`src/rtl/cpu_pkg.sv`:
```
// Shared definitions for the fetch-to-decode instruction packer.
package cpu_pkg;

    localparam int unsigned HW_W   = 16;
    localparam int unsigned OPND_W = 32;

    // Opcode bytes of the long forms (opcode followed by a 32-bit operand).
    localparam logic [7:0] OPB_LDI_L = 8'h01;
    localparam logic [7:0] OPB_JSRA  = 8'h03;
    localparam logic [7:0] OPB_LDA_L = 8'h08;
    localparam logic [7:0] OPB_STA_L = 8'h09;
    localparam logic [7:0] OPB_LDO_L = 8'h0C;
    localparam logic [7:0] OPB_STO_L = 8'h0D;
    localparam logic [7:0] OPB_JMPA  = 8'h1A;
    localparam logic [7:0] OPB_LDI_B = 8'h1B;
    localparam logic [7:0] OPB_LDA_B = 8'h1D;
    localparam logic [7:0] OPB_STA_B = 8'h1F;
    localparam logic [7:0] OPB_LDI_S = 8'h20;
    localparam logic [7:0] OPB_LDA_S = 8'h22;
    localparam logic [7:0] OPB_STA_S = 8'h24;
    localparam logic [7:0] OPB_SWI   = 8'h30;
    localparam logic [7:0] OPB_LDO_B = 8'h36;
    localparam logic [7:0] OPB_STO_B = 8'h37;
    localparam logic [7:0] OPB_LDO_S = 8'h38;
    localparam logic [7:0] OPB_STO_S = 8'h39;

    typedef enum logic [1:0] {
        S_OPC = 2'd0,
        S_OPH = 2'd1,
        S_OPL = 2'd2
    } insn_state_e;

    // True when the opcode carries two trailing operand halfwords.
    function automatic logic insn_is_long(input logic [15:0] opcode);
        logic r;
        case (opcode[15:8])
            OPB_LDI_L, OPB_JSRA,  OPB_LDA_L, OPB_STA_L, OPB_LDO_L, OPB_STO_L,
            OPB_JMPA,  OPB_LDI_B, OPB_LDA_B, OPB_STA_B, OPB_LDI_S, OPB_LDA_S,
            OPB_STA_S, OPB_SWI,   OPB_LDO_B, OPB_STO_B, OPB_LDO_S, OPB_STO_S:
                r = 1'b1;
            default:
                r = 1'b0;
        endcase
        return r;
    endfunction

endpackage

```
`src/rtl/cpu_hw_fifo.sv`:
```
// Halfword FIFO with synchronous flush; push refused when full, pop when empty.
module cpu_hw_fifo #(
    parameter int unsigned DEPTH = 4
) (
    input  logic                       clk_i,
    input  logic                       rst_i,
    input  logic                       flush_i,
    input  logic                       push_i,
    input  logic                       pop_i,
    input  logic [15:0]                data_i,
    output logic [15:0]                data_o,
    output logic                       full_o,
    output logic                       empty_o,
    output logic [$clog2(DEPTH):0]     count_o
);

    localparam int unsigned PTR_W = $clog2(DEPTH);
    localparam int unsigned CNT_W = PTR_W + 1;

    logic [15:0]      r_mem [DEPTH];
    logic [PTR_W-1:0] r_wr_ptr;
    logic [PTR_W-1:0] r_rd_ptr;
    logic [CNT_W-1:0] r_count;
    logic             w_push;
    logic             w_pop;

    assign full_o  = (r_count == CNT_W'(DEPTH));
    assign empty_o = (r_count == '0);
    assign count_o = r_count;
    assign data_o  = r_mem[r_rd_ptr];

    // Flush wins over both push and pop.
    assign w_push = push_i && !full_o && !flush_i;
    assign w_pop  = pop_i && !empty_o && !flush_i;

    // Storage array, written on accepted pushes.
    always_ff @(posedge clk_i) begin
        if (w_push) begin
            r_mem[r_wr_ptr] <= data_i;
        end
    end

    // Pointers wrap modulo DEPTH; count tracks occupancy.
    always_ff @(posedge clk_i or posedge rst_i) begin
        if (rst_i) begin
            r_wr_ptr <= '0;
            r_rd_ptr <= '0;
            r_count  <= '0;
        end else if (flush_i) begin
            r_wr_ptr <= '0;
            r_rd_ptr <= '0;
            r_count  <= '0;
        end else begin
            if (w_push) begin
                r_wr_ptr <= r_wr_ptr + PTR_W'(1);
            end
            if (w_pop) begin
                r_rd_ptr <= r_rd_ptr + PTR_W'(1);
            end
            if (w_push && !w_pop) begin
                r_count <= r_count + CNT_W'(1);
            end else if (w_pop && !w_push) begin
                r_count <= r_count - CNT_W'(1);
            end
        end
    end

endmodule

```
`src/rtl/cpu_insn_packer.sv`:
```
// Assembles fetched halfwords into complete moxie instructions for decode.
module cpu_insn_packer
    import cpu_pkg::*;
#(
    parameter int unsigned DEPTH = 4
) (
    input  logic        clk_i,
    input  logic        rst_i,
    input  logic [15:0] hw_i,
    input  logic        hw_valid_i,
    output logic        hw_ready_o,
    input  logic        flush_i,
    input  logic        stall_i,
    output logic [15:0] opcode_o,
    output logic [31:0] operand_o,
    output logic        valid_o
);

    localparam int unsigned CNT_W = $clog2(DEPTH) + 1;

    insn_state_e       r_state;
    insn_state_e       w_state_d;
    logic [HW_W-1:0]   r_opc_hold;
    logic [HW_W-1:0]   w_opc_hold_d;
    logic [HW_W-1:0]   r_opnd_hi;
    logic [HW_W-1:0]   w_opnd_hi_d;
    logic [HW_W-1:0]   r_opcode;
    logic [HW_W-1:0]   w_opcode_d;
    logic [OPND_W-1:0] r_operand;
    logic [OPND_W-1:0] w_operand_d;
    logic              r_valid;
    logic              w_valid_d;

    logic              w_pop;
    logic              w_push;
    logic              w_full;
    logic              w_empty;
    logic [CNT_W-1:0]  w_count;
    logic [HW_W-1:0]   w_head;
    logic              w_has_data;
    logic              w_slot_free;

    assign hw_ready_o  = !w_full && !flush_i;
    assign w_push      = hw_valid_i && hw_ready_o;
    assign w_has_data  = !w_empty && (w_count != '0);
    assign w_slot_free = !r_valid || !stall_i;

    assign opcode_o  = r_opcode;
    assign operand_o = r_operand;
    assign valid_o   = r_valid;

    cpu_hw_fifo #(
        .DEPTH (DEPTH)
    ) u_fifo (
        .clk_i   (clk_i),
        .rst_i   (rst_i),
        .flush_i (flush_i),
        .push_i  (w_push),
        .pop_i   (w_pop),
        .data_i  (hw_i),
        .data_o  (w_head),
        .full_o  (w_full),
        .empty_o (w_empty),
        .count_o (w_count)
    );

    // State and output registers.
    always_ff @(posedge clk_i or posedge rst_i) begin
        if (rst_i) begin
            r_state    <= S_OPC;
            r_opc_hold <= '0;
            r_opnd_hi  <= '0;
            r_opcode   <= '0;
            r_operand  <= '0;
            r_valid    <= 1'b0;
        end else begin
            r_state    <= w_state_d;
            r_opc_hold <= w_opc_hold_d;
            r_opnd_hi  <= w_opnd_hi_d;
            r_opcode   <= w_opcode_d;
            r_operand  <= w_operand_d;
            r_valid    <= w_valid_d;
        end
    end

    // Next-state, FIFO pop and output beat assembly.
    always_comb begin
        w_state_d    = r_state;
        w_opc_hold_d = r_opc_hold;
        w_opnd_hi_d  = r_opnd_hi;
        w_opcode_d   = r_opcode;
        w_operand_d  = r_operand;
        w_valid_d    = r_valid && stall_i;  // a beat taken by decode retires
        w_pop        = 1'b0;

        if (flush_i) begin
            w_state_d    = S_OPC;
            w_valid_d    = 1'b0;
            w_opc_hold_d = '0;
            w_opnd_hi_d  = '0;
        end else begin
            case (r_state)
                S_OPC: begin
                    if (w_has_data && w_slot_free) begin
                        w_pop = 1'b1;
                        if (insn_is_long(w_head)) begin
                            w_opc_hold_d = w_head;
                            w_state_d    = S_OPH;
                        end else begin
                            w_opcode_d  = w_head;
                            w_operand_d = '0;
                            w_valid_d   = 1'b1;
                        end
                    end
                end
                S_OPH: begin
                    // Operand high half never touches the output slot.
                    if (w_has_data) begin
                        w_pop       = 1'b1;
                        w_opnd_hi_d = w_head;
                        w_state_d   = S_OPL;
                    end
                end
                S_OPL: begin
                    if (w_has_data && w_slot_free) begin
                        w_pop       = 1'b1;
                        w_opcode_d  = r_opc_hold;
                        w_operand_d = {r_opnd_hi, w_head};
                        w_valid_d   = 1'b1;
                        w_state_d   = S_OPC;
                    end
                end
                default: begin
                    w_state_d = S_OPC;
                end
            endcase
        end
    end

endmodule

```
`config.mk`:
```
export PLATFORM = sky130hd
export DESIGN_NAME = cpu_insn_packer
export DESIGN_NICKNAME = d
export VERILOG_FILES = /design/src/rtl/cpu_pkg.sv /design/src/rtl/cpu_hw_fifo.sv /design/src/rtl/cpu_insn_packer.sv
export SDC_FILE = /design/constraint.sdc
export NUM_CORES = 1
export LEC_CHECK = 0
export ABC_AREA = 1
export CORE_UTILIZATION = 51
export DETAILED_ROUTE_END_ITERATION = 12
export PLACE_DENSITY = 0.85
export SLEW_MARGIN = 30
export SYNTH_ARGS = -nofsm -noshare
export SYNTH_HDL_FRONTEND = slang
export SYNTH_SLANG_ARGS = --single-unit
```
`constraint.sdc`:
```
create_clock -name clk_i -period 3.6 [get_ports clk_i]
set_input_delay 1.08 -clock clk_i [delete_from_list [all_inputs] [get_ports clk_i]]
set_output_delay 1.08 -clock clk_i [all_outputs]
set_load 0.05 [all_outputs]
```
==> results of run 1 <==
## worst paths after layout
path	start	endpoint	slack, ns	cells after the start
worst max-delay path	flush_i	hw_ready_o	0.47	3
worst min-delay path	r_opc_hold[15]	r_opc_hold[15]	0.50	2
worst max register to register	u_fifo.r_rd_ptr[1]	operand_o[4]	0.90	14
worst min register to register	r_opc_hold[15]	r_opc_hold[15]	0.50	2
max in group asynchronous	rst_i	opcode_o[6]	1.91	3
min in group asynchronous	rst_i	operand_o[21]	0.99	2
## Yosys cell counts
library cell / number
nand2_1: 217
dfrtp_1: 90
nand3_1: 80
nor2_1: 66
edfxtp_1: 64
inv_1: 46
o21ai_0: 21
o22ai_1: 19
clkbuf_1: 16
a21oi_1: 12
a32o_1: 10
buf_6: 8
nand2_2: 8
buf_2: 7
buf_1: 4
buf_4: 4
ha_1: 4
nand3_2: 3
a31oi_1: 2
o21ai_1: 2
xor2_1: 2
a22o_1: 1
clkinv_1: 1
fa_1: 1
inv_2: 1
inv_4: 1
nand4_2: 1
o22a_1: 1
o31ai_1: 1
## logic make-up (layout without fill, tap and decap cells)
kind of cell / after synthesis / count (layout) / synth area share (%)
buf+inv: 88 / 164 / 6.25
simple gates: 375 / 375 / 23.3
xor+xnor: 2 / 2 / 0.263
fa+ha+maj: 5 / 5 / 1.05
compound gates: 69 / 69 / 6.48
flops: 154 / 154 / 62.6
## worst reg2reg max path, stage by stage, from the launching register on
cell and delay, ns:
dfrtp_1 0.51, inv_2 0.44, nand3_1 0.16, nand2_1 0.26, nand2_1 0.11, inv_1 0.07
nand2_1 0.04, nand2_1 0.05, nand2_1 0.06, nand2_2 0.08, nand3_2 0.07, nand3_2 0.08
buf_4 0.42, nand3_1 0.20, nand2_1 0.11
## layer usage
layer  routed length (um)  share of wire, %  GRT usage [%]  vias to the layer above
li1                     -                 -              -                     2418
met1                 6340                43           31.3                     2483
met2                 7150                49           37.7                      206
met3                  966               6.6           6.95                       16
met4                  158               1.1           8.38                        0
met5                    0                 0              0                        -
## report_power, final
group | total, mW | leakage (nW) | internal (mW) | switching (mW)
combinational | 2.34 | 1.52 | 0.691 | 1.65
clock | 1.81 | 0.299 | 1.12 | 0.693
sequential | 2.27 | 1.79 | 2.11 | 0.162
total | 6.43 | 3.61 | 3.92 | 2.50
## through the flow
stage / power [mW] / util, % / cells / hold slack [ns] / setup WS (ns)
final: 6.43 / 63.9 / 941 / 0.499 / 0.465
after global routing: 6.77 / 63.9 / 941 / 0.517 / 0.406
after CTS: 6.44 / 63.9 / 941 / 0.502 / 0.465
after detailed placement: 4.62 / 59.1 / 909 / 0.487 / 0.359
after global placement: 4.56 / 59.1 / 909 / 0.483 / 0.431
after floorplan: 4.02 / - / 693 / 0.473 / 0.185
## cell type report
type | instances | area (um^2)
sequential | 154 | 4170
clock buffer | 23 | 499
timing repair buffer | 83 | 821
fill | 974 | 4580
tap | 172 | 215
inverter | 49 | 188
multi-input combinational | 451 | 2090
clock inverter | 9 | 109
## state kept, by name, indices dropped and copies added, names as in the netlist
signal           cells
u_fifo.r_mem        64
operand_o           32
opcode_o            16
r_opc_hold          16
r_opnd_hi           16
u_fifo.count_o       3
r_state              2
u_fifo.r_rd_ptr      2
u_fifo.r_wr_ptr      2
valid_o              1
==> metrics.md, run 1 <==
| Metric | Value |
|---|---|
| Max frequency | 0.319 GHz |
| Clock root buffer | clkbuf_16 |
| Final weighted congestion in routability-driven placement | just under 0.8 |
| Layout area overhead | 21.4% |
| Yosys reg bits | roughly 150 |
| Syn Area/Cell | a little under 10 um^2 |
| Core region area | 12700 um^2 |
| Slowest CP cell | clkdlybuf4s50_1 |
| Netlist area before placement | about 6700 um^2 |
| Combined global-route utilization of all metal layers | 23.8% |
| Path type of the worst setup path | in -> out |
| Synth area leader | dfrtp_1 |
| Leakage Power | 3.61 nW |
| Critical Path Source Type | primary input |
| Count of buffers from port buffering | 70 |
| Worst voltage drop across the vdd grid | 0.000515 V |
| Post-detailed-placement cell area | approximately 7500 um^2 |
| CP Max Fanout | 6 |
| Clock net sink count | around 150 |
| Critical path capture point type | output port |
| Antenna violations before repair | 0 |
| Data arrival time at the worst-slack endpoint | around 2 ns |
| Setup repair after global routing missed its margin | no |
| Setup Total Neg Slack | 0 ns |
| Delay of the slowest critical-path stage | ~0.52 ns |
| Starting Density | between 50% and 60% |
| Layout Nets | between 700 and 800 |
| Row count | just over 40 |
| Actual transition at the worst max-transition pin | about 0.55 ns |
| Max-cap violations | 0 |
| Commonest non-fill, non-tap cells in the layout | nand2_1 (217), dfrtp_1 (90), nand3_1 (79), clkdlybuf4s50_1 (69), nor2_1 (66) |
| Power per Cell Area | just under 800 nW/um^2 |
| Clock Skews | between 0.01 and 0.015 ns |
| Clock tree from TritonCTS | yes |
| Share of the cycle needed by the critical path after routing | 87.1% |
| Detailed-route via count | slightly above 5000 |
| Design area | 8090 um^2 |
| Die Width | 116 um |
| Final Hold Violating Endpoints | 0 |
| Post-synthesis net count | 719 |
| Largest delay share family, worst path | buffers and inverters |
| Gates resized, CTS repair | 0 |
| DRC errors left | 0 |
| Syn Inst Count | about 700 |
| Antenna viol nets, final | 0 |
| Sum of overflow across all layers after global routing | 0 |
| Number of hold buffers added after cts | 0 |
| Number of buffers and inverters on the critical path | 2 |
| Status | complete, no violations |
| Critical path cell sequence | clkdlybuf4s50_1 -> a31oi_2 -> buf_12 |
| Diodes inserted | 0 |
| Number of setup buffers added after CTS | 0 |
| Count of synthesis-stage warnings from yosys | 0 |
| Maximum number of pins on one net before global-route repair | 63 |
| Bufs on Longest Clock Path | 2 |
| Insertion delay to the later sink of the worst-skew pair | between 0.4 and 0.5 ns |
| Avg WL per Cell | 15.5 um |
| Total CTS buffers | 17 |
| Layout cells sized above 1 | 8.06% |
| Most frequent standard cell in the layout excluding fill and tap cells | nand2_1 |
| Violation count after the first detailed-route iteration | 468 |
| Global-route wire length before repair | 24.1 mm |
| Worst Path Required | about 2.5 ns |
| Max-slew violations | 0 |
| Min-delay worst type | reg -> reg |
| Chip Height | ~120 um |
| Share of the synthesized area in the top cell type | about a third |
| Final routed wirelength across all metal layers | around 15 mm |
| Final setup violation count | 0 |
| Dpl hpwl | 9.05 mm |
| Headroom to the max-slew limit | a little over three fifths |
| Post-CTS clock slew at the launch and capture registers of the worst setup and hold paths | approximately 0.060 ns |
| Die area | 13500 um^2 |
| Most area-consuming cells after synthesis | dfrtp_1 (34%), edfxtp_1 (29%), nand2_1 (12%), nand3_1 (6.0%), nor2_1 (3.7%) |
| Final critical path time including I/O delays and setup | 3.13 ns |
| Number of iterations in the first detailed-routing pass | 5 |
| Synth cell types | 29 |
| Via-per-instance ratio | between 5 and 6 |
| Boundary pin count | 71 |
| Depth of the CTS H-tree | 4 |
| Share of the yosys chip area belonging to registers | approximately 63% |
| Vias in the first global route | 4939 |
No activity file was read; power rests on OpenSTA's default activity.
==> run 2: changes to the inputs <==
--- a/config.mk
+++ b/config.mk
@@ -5,10 +5,10 @@
 export SDC_FILE = /design/constraint.sdc
 export NUM_CORES = 1
 export LEC_CHECK = 0
-export ABC_AREA = 1
-export CORE_UTILIZATION = 51
+export CORE_MARGIN = 8
+export CORE_UTILIZATION = 50
 export DETAILED_ROUTE_END_ITERATION = 12
-export PLACE_DENSITY = 0.85
+export PLACE_DENSITY = 0.84
 export SLEW_MARGIN = 30
 export SYNTH_ARGS = -nofsm -noshare
 export SYNTH_HDL_FRONTEND = slang
==> run 2 against run 1 <==
Against the previous run: area after synthesis fell by 4.8%; non-clock buffer count increased by 4; clock power decreased by 3%; synthesized cell count decreased by 37%; power shrank 9.1%; critical path type is now reg -> reg; highest routed layer unchanged.
==> metrics.md, run 2 <==
| Metric | Value |
|---|---|
| Sw power | approximately 2 mW |
| Avg WL per Cell | roughly 18 um |
| Overall Power | around 5.8 mW |
| Clock net sink count | approximately 150 |
| Most frequent cells after synthesis | dfrtp_1 (90), edfxtp_1 (64), nand2_1 (62) |
| Critical Path Source Type | flip-flop |
| Status | complete, no violations |
| Worst Path Required | 3.90 ns |
| Post-synthesis net count | approximately 460 |
| Count of synthesis-stage warnings from yosys | 0 |
| Combined global-route utilization of all metal layers | about 16% |
| Count of flip-flops with a built-in enable after synthesis | 64 |
| Final setup violation count | 0 |
| Final routed wirelength across all metal layers | 12.9 mm |
| Max frequency | roughly 0.31 GHz |
| Share of the cycle needed by the critical path after routing | around nine tenths |
| Clock tree from TritonCTS | yes |
| Chip Height | 129 um |
| Diodes inserted | 0 |
| Core region area | around 13000 um^2 |
| Max-cap violations | 0 |
| Critical R2R Capture | opcode_o[15] |
| Sequential group share of total power | around 38% |
| Global-route wire length before repair | 20.8 mm |
| Share of power burned in the clock network | 29.9% |
| Count of buffers from port buffering | 70 |
| Vias in the first global route | 3974 |
| Number of setup buffers added after CTS | 0 |
| Dpl hpwl | 8.78 mm |
| Post-detailed-placement cell area | about 7300 um^2 |
| DRC errors left | 0 |
| Max-slew violations | 0 |
| Most frequent standard cell in the layout excluding fill and tap cells | dfrtp_1 |
| Power per Cell Area | approximately 740 nW/um^2 |
| Netlist area before placement | about 6300 um^2 |
| Clock Skews | between 0.009 and 0.01 ns |
| Final Hold Violating Endpoints | 0 |
| Share of the synthesized area in the top cell type | roughly 36% |
| Gates resized, CTS repair | 0 |
| Bufs on Longest Clock Path | 2 |
| Number of fill cells | roughly 920 |
| Most common flop cell mapped by yosys | dfrtp_1 |
| Syn Area/Cell | approximately 15 um^2 |
| Antenna violations before repair | 0 |
| Data arrival time at the worst-slack endpoint | 3.50 ns |
| Count of cells along the worst hold path | 1 |
| Clock root buffer | clkbuf_16 |
| Asr flop ratio synth | between 50% and 60% |
| Starting Density | between 50 and 60% |
| Maximum number of pins on one net before global-route repair | just over 90 |
| Most common cell in the synthesized netlist | dfrtp_1 |
| Detailed-route via count | 3891 |
| Die Width | between 100 and 150 um |
| Setup repair after global routing missed its margin | no |
| Yosys reg bits | 154 |
| Number of flip-flops under the largest register name | 64 |
| Layout Nets | 540 |
| Layout cells sized above 1 | between 15 and 20% |
| Path type of the worst setup path | reg -> reg |
| Power Internal | 3.81 mW |
| Leakage Power | ~3.2 nW |
| Design area | approximately 7900 um^2 |
| Min-delay worst type | reg -> reg |
| Final weighted congestion in routability-driven placement | between 0.8 and 0.9 |
| Violation count after the first detailed-route iteration | 321 |
| Reg2reg start | u_fifo.r_rd_ptr[0] |
| Commonest non-fill, non-tap cells in the layout | dfrtp_1 (90), clkdlybuf4s50_1 (69), edfxtp_1 (64), nand2_1 (62), a22o_1 (33) |
| Share of the yosys chip area belonging to registers | ~66% |
| Final critical path time including I/O delays and setup | 3.20 ns |
| Number of hold buffers added after cts | 0 |
| Number of iterations in the first detailed-routing pass | 5 |
| Part of the total power dissipated in combinational logic | 32.5% |
| Antenna viol nets, final | 0 |
| Post-CTS clock slew at the launch and capture registers of the worst setup and hold paths | about 0.060 ns |
| Die area | between 15000 and 20000 um^2 |
| Setup slack of the worst register-to-register path | a little under 0.4 ns |
| Insertion delay to the later sink of the worst-skew pair | 0.42 ns |
| Setup Total Neg Slack | 0 ns |
| Boundary pin count | 71 |
| Register name with the most flops | u_fifo.r_mem |
| Layout area overhead | 24.2% |
| Actual transition at the worst max-transition pin | approximately 0.90 ns |
| CP Max Fanout | 35 |
| Worst voltage drop across the vdd grid | 0.000315 V |
| Share of total power consumed by net switching | 34.8% |
| Row count | 41 |
| Headroom to the max-slew limit | 40.2% |
| Worst reg2reg path depth | 8 |
| Endpoint, Worst Hold | operand_o[25] |
| Syn Inst Count | roughly 440 |
| Most area-consuming cells after synthesis | dfrtp_1 (36%), edfxtp_1 (30%), mux4_2 (5.3%), a22o_1 (4.6%), nand2_1 (3.7%) |
| Via-per-instance ratio | 5.57 |
| Synth area leader | dfrtp_1 |
| Pre-CTS worst setup slack | roughly 0.15 ns |
| Final critical-path setup slack | around 0.40 ns |
| Depth of the CTS H-tree | 4 |
| Critical path capture point type | flip-flop |
| Sum of overflow across all layers after global routing | 0 |
| Total CTS buffers | 17 |
| Start point of the worst min-delay path | r_opnd_hi[9] |
| Synth cell types | between 40 and 50 |
## run 2: power groups by stage
stage	clock network [mW]	registers (mW)	logic, mW
floorplan	0	2.55	1.01
global placement	0	2.22	1.84
detailed placement	0	2.23	1.89
CTS	1.77	2.20	1.91
global route	1.85	2.22	2.03
finish	1.75	2.20	1.90
## run 2: worst max path at each step
stage,start,endpoint,cells after the start
floorplan,rst_i,opcode_o[0],1
global placement,stall_i,u_fifo.count_o[2],9
detailed placement,stall_i,u_fifo.count_o[2],9
CTS,u_fifo.r_rd_ptr[0],opcode_o[10],8
global route,u_fifo.r_rd_ptr[0],opcode_o[8],8
finish,u_fifo.r_rd_ptr[0],opcode_o[15],8
## run 2: worst max-delay path, stage by stage (launching register included)
cell,delay [ns]
dfrtp_1,0.70
buf_4,0.26
mux4_2,0.63
a211oi_1,0.26
nand3_1,0.10
nand3_1,0.22
a21o_1,0.18
buf_4,0.35
mux2_1,0.36
## run 2: routing by layer
metal  global-route usage, %  vias to the layer above  wire (um)
met5                       0                        -          0
met4                    6.91                        0        246
met3                    4.55                       22        797
met2                    26.9                      126       6470
met1                    20.2                     1978       5390
li1                        -                     1765          -
## run 2: kinds of logic after synthesis
| family | synth area share, % |
|---|---|
| muxes | 14.1 |
| buffers and inverters | 2.64 |
| and+or+nand+nor | 7.69 |
| adders and majority gates | 1.10 |
| AOI/OAI and AO/OA | 8.09 |
| xor gates and xnor gates | 0.552 |
| DFF | 65.8 |
## run 2: final cells by class
class	count	area, um^2	share of cell area, %
Multi-Input combinational cell	248	2010	25.5
Clock buffer	20	500	6.36
Inverter	6	23.8	0.302
Timing Repair Buffer	87	851	10.8
Tap cell	172	215	2.73
Clock inverter	12	100	1.27
Sequential cell	154	4170	53.0
## run 2: through the flow
step	util, %	cells	hold slack (ns)
global placement	58.1	667	0.472
finish	62.9	699	0.488
floorplan	-	436	0.466
CTS	62.9	699	0.488
global route	62.9	699	0.506
detailed placement	58.1	667	0.474
